==> config.mk <==
export PLATFORM = sky130hd
export DESIGN_NAME = conv33_window
export DESIGN_NICKNAME = d
export VERILOG_FILES = /design/src/rtl/conv33_window.sv
export SDC_FILE = /design/constraint.sdc
export NUM_CORES = 1
export LEC_CHECK = 0
export CORE_MARGIN = 5
export CORE_UTILIZATION = 45
export DETAILED_ROUTE_END_ITERATION = 6
export SLEW_MARGIN = 5
export SYNTH_ARGS = -nofsm -noshare
export SYNTH_HDL_FRONTEND = slang
export SYNTH_SLANG_ARGS = --single-unit
==> constraint.sdc <==
create_clock -name clk -period 3.46 [get_ports clk]
set_input_delay 0.865 -clock clk [delete_from_list [all_inputs] [get_ports clk]]
set_output_delay 0.865 -clock clk [all_outputs]
set_load 0.02 [all_outputs]
==> src/rtl/conv33_window.sv <==
// rtl/conv33_window.sv - streaming 3x3 window generator with two line buffers
module conv33_window #(
    parameter int IMG_W  = 28,
    parameter int IMG_H  = 28,
    parameter int DATA_W = 8,
    localparam int CW    = $clog2(IMG_W),
    localparam int RW    = $clog2(IMG_H)
) (
    input  logic                     clk,
    input  logic                     rst,
    input  logic                     clear,
    input  logic signed [DATA_W-1:0] pix_in,
    input  logic                     pix_valid,
    output logic signed [DATA_W-1:0] data_0_0,
    output logic signed [DATA_W-1:0] data_0_1,
    output logic signed [DATA_W-1:0] data_0_2,
    output logic signed [DATA_W-1:0] data_1_0,
    output logic signed [DATA_W-1:0] data_1_1,
    output logic signed [DATA_W-1:0] data_1_2,
    output logic signed [DATA_W-1:0] data_2_0,
    output logic signed [DATA_W-1:0] data_2_1,
    output logic signed [DATA_W-1:0] data_2_2,
    output logic                     conv33_en,
    output logic                     frame_done,
    output logic [RW-1:0]            row_cnt,
    output logic [CW-1:0]            col_cnt
);

    // lb0 holds the previous row, lb1 the row before that
    logic signed [DATA_W-1:0] lb0 [IMG_W];
    logic signed [DATA_W-1:0] lb1 [IMG_W];
    logic signed [DATA_W-1:0] win [3][3];

    logic accept;
    logic last_col;
    logic last_row;
    logic full_window;

    // clear wins over a coincident pixel, which is dropped
    assign accept      = pix_valid && !clear;
    assign last_col    = (col_cnt == CW'(IMG_W - 1));
    assign last_row    = (row_cnt == RW'(IMG_H - 1));
    assign full_window = (row_cnt >= RW'(2)) && (col_cnt >= CW'(2));

    // line buffers are plain RAM: no reset, stale data is masked by row_cnt
    always_ff @(posedge clk) begin
        if (accept) begin
            lb1[col_cnt] <= lb0[col_cnt];
            lb0[col_cnt] <= pix_in;
        end
    end

    // shift the window one column left and load the new column on the right
    always_ff @(posedge clk or negedge rst) begin
        if (!rst) begin
            for (int i = 0; i < 3; i++) begin
                for (int j = 0; j < 3; j++) begin
                    win[i][j] <= '0;
                end
            end
        end else if (accept) begin
            for (int i = 0; i < 3; i++) begin
                win[i][0] <= win[i][1];
                win[i][1] <= win[i][2];
            end
            win[0][2] <= lb1[col_cnt];
            win[1][2] <= lb0[col_cnt];
            win[2][2] <= pix_in;
        end
    end

    // raster position counters and the registered window/frame strobes
    always_ff @(posedge clk or negedge rst) begin
        if (!rst) begin
            row_cnt    <= '0;
            col_cnt    <= '0;
            conv33_en  <= 1'b0;
            frame_done <= 1'b0;
        end else if (clear) begin
            row_cnt    <= '0;
            col_cnt    <= '0;
            conv33_en  <= 1'b0;
            frame_done <= 1'b0;
        end else begin
            conv33_en  <= accept && full_window;
            frame_done <= accept && last_row && last_col;
            if (accept) begin
                if (last_col) begin
                    col_cnt <= '0;
                    row_cnt <= last_row ? '0 : row_cnt + RW'(1);
                end else begin
                    col_cnt <= col_cnt + CW'(1);
                end
            end
        end
    end

    assign data_0_0 = win[0][0];
    assign data_0_1 = win[0][1];
    assign data_0_2 = win[0][2];
    assign data_1_0 = win[1][0];
    assign data_1_1 = win[1][1];
    assign data_1_2 = win[1][2];
    assign data_2_0 = win[2][0];
    assign data_2_1 = win[2][1];
    assign data_2_2 = win[2][2];

endmodule

==> summary.md <==
| Metric | Value |
|---|---|
| Antenna Nets Post-Route | 0 |
| Fmax | 303 MHz |
| Initial antenna violation count | 1 |
| Final Setup Violations | 0 |
| Die Span Y | 225 um |
| Fin area | 0.0244 mm^2 |
| Pwr Total | 13.9 mW |
| Resized cells post-CTS | 0 |
| CP endpoint kind | output pin |
| Pin count of the biggest net entering global routing | 65 |
| Area Overhead vs Synth | 17.9% |
| CP arrival | 2.43 ns |
| Outcome | completed |
| Final wirelength | 51900 um |
| Area of the multi-input gates | 0.00480 mm^2 |
| Clock Latency Late Sink | 0.60 ns |
| HP Class | primary input to asynchronous set/reset pin |
| Syn_area_per_cell | 16.8 um^2 |
| Main synth FF type | edfxtp_1 |
| Global-route wire length before repair | 76700 um |
| WL met1 | 23600 um |
| Mapped Area | 0.0207 mm^2 |
| Top post-synthesis cells by area | edfxtp_1 (65%), dfrtp_1 (10%), mux4_2 (6.0%), mux2i_1 (5.5%), nand2_1 (3.5%) |
| Commonest cells in the netlist | edfxtp_1 (448), nand2_1 (192), mux2i_1 (114) |
| DPL Wire Length | 33600 um |
| Final cell count without fillers | 2055 |
| Setup TNS | 0 ns |
| VDD IR max | 359 uV |
| DRC viols | 0 |
| CP max stage delay | 0.85 ns |
| Util after Layout | 0.537 |
| CTS tree | done |
| Max-cap viol count | 0 |
| Top sig layer | met5 |
| Sequential area share after synthesis | 0.751 |
| CP Cell Sequence | buf_12 > clkdlybuf4s50_1 |
| Final worst-path cycle share | 0.953 |
| Core ar. | 0.0455 mm^2 |
| Number of global-route vias before repair | 11564 |
| CP max-delay cell | dfrtp_4 |
| Post-CTS Hold Buffers | 0 |
| Most frequent cell after synthesis | edfxtp_1 |
| Worst EP required | 2.59 ns |
| Fillers | 3720 |
| # rows | 78 |
| Slew headroom | 0.340 |
| Final number of hold-violating endpoints | 0 |
| Final Worst Setup Slack | 0.162 ns |
| Number of buffers created by CTS | 54 |
| Drt pass-1 iters | 5 |
| Post-DR wirelength/cell | 25.3 um |
| Yosys top cell by area | edfxtp_1 |
| Cells after Synth | 1232 |
| Placed Area | 0.0229 mm^2 |
| Number of synthesized flops with an enable pin | 448 |
| H-tree lvl count | 2 |
| Via count | 11723 |
| Longest Clk Path Bufs | 3 |
| RSZ-0062 raised after global routing | false |
| Starting DRT DRC Count | 1311 |
| Clk_skew | 0.0203 ns |
| Pleak | 8.44 nW |
| Critical path type | flop to output pin |
| Port bufs | 95 |
| Worst slack, placed | 0.450 ns |
| Storage cell area | 0.0156 mm^2 |
| Worst Tran Pin Value | 0.989 ns |
| Worst hold slack | 0.364 ns |
| Synthesized Nets | 1250 |
| Met3 wire len | 4020 um |
| Crit Path Max Fanout | 30 |
| Post-CTS Setup Inserts | 0 |
| Crit start category | flop |
| Dpl cells | 1958 |
| Die Footprint | 0.0504 mm^2 |
| Grt total ovfl | 0 |
| Max-slew violations | 0 |
| Synth unique cells | 53 |
| Met2 WL | 23100 um |
| Root buf cell | clkbuf_16 |
| Min Tclk post-route | 3.30 ns |
| Starting Density | 0.456 |
| Io pins | 96 |
| Power Dens Cells | 570 mW/mm^2 |
| Layout cell share with drive strength beyond 1 | 0.166 |
| Global Route Usage Sum | 0.204 |
| GP Congestion | 0.865 |
| Synth top area share | 0.649 |
| Clock sink total | 532 |
| Flops & latches, synth | 532 |
| DR vias/cell | 5.70 |
| Nets | 1432 |
| Die X | 225 um |
| Clk slew on worst S/H paths | 0.06 ns |
| Synth warnings | 0 |
| Antenna Cells | 0 |
| Share of synthesized registers carrying an async set or reset | 0.158 |
==> worst max-delay path, delay by kind of cell, from the launching register on <==
| kind | cells | cell delay (ns) |
|---|---|---|
| flops | 1 | 0.85 |
| buf+inv | 2 | 0.96 |
==> power by group <==
group / internal, mW / switching, mW / leakage, nW
sequential: 7.19 / 0.153 / 5.08
clock: 2.89 / 2.33 / 0.757
combinational: 0.548 / 0.804 / 2.60
==> cell usage in the layout, fill, tap and decap left out, types with 31 or more instances in the layout <==
cell / count
dfrtp_1: 82
mux2i_1: 114
nor2_1: 48
clkdlybuf4s50_1: 94
o22ai_1: 31
buf_4: 96
clkbuf_16: 55
edfxtp_1: 448
mux4_2: 55
nand2_1: 192
==> registers in the layout (all words and copies together) (netlist names), 8 cells and up <==
signal,count
data_0_0,8
data_0_2,8
data_2_1,8
lb1,224
data_0_1,8
data_1_1,8
data_1_0,8
lb0,224
data_1_2,8
data_2_0,8
data_2_2,8
==> cells by family after synthesis <==
family,synth area share
AOI/OAI and AO/OA,0.0436
and+or+nand+nor,0.0656
muxes,0.116
adders and majority gates,0.00362
xor gates and xnor gates,0.000423
DFF,0.751
buffers and inverters,0.0199
==> layer usage <==
metal,global-route usage,up-vias
met5,0,-
met4,0.0542,2
met3,0.0478,75
met2,0.303,474
met1,0.308,6040
li1,-,5132
==> final timing paths <==
check,cells after the start,to,startpoint,slack [ns]
setup / recovery,2,col_cnt[0],col_cnt[0],0.16
hold / removal,1,data_2_0[4],rst,0.36
setup reg to reg,7,lb1[16][1],col_cnt[0],0.66
hold reg to reg,2,data_0_0[1],data_0_0[1],0.47
max in group asynchronous,2,data_0_1[7],rst,2.46
min in group clk,2,data_0_0[1],data_0_0[1],0.47
==> cell type report <==
| cell class | instances | share of cell area |
|---|---|---|
| Multi-Input combinational cell | 625 | 0.196 |
| Clock buffer | 69 | 0.0585 |
| Inverter | 7 | 0.00108 |
| Clock inverter | 28 | 0.00522 |
| Sequential cell | 532 | 0.637 |
| Timing Repair Buffer | 194 | 0.0713 |
| Tap cell | 600 | 0.0307 |
No activity file was read; power rests on OpenSTA's default activity.
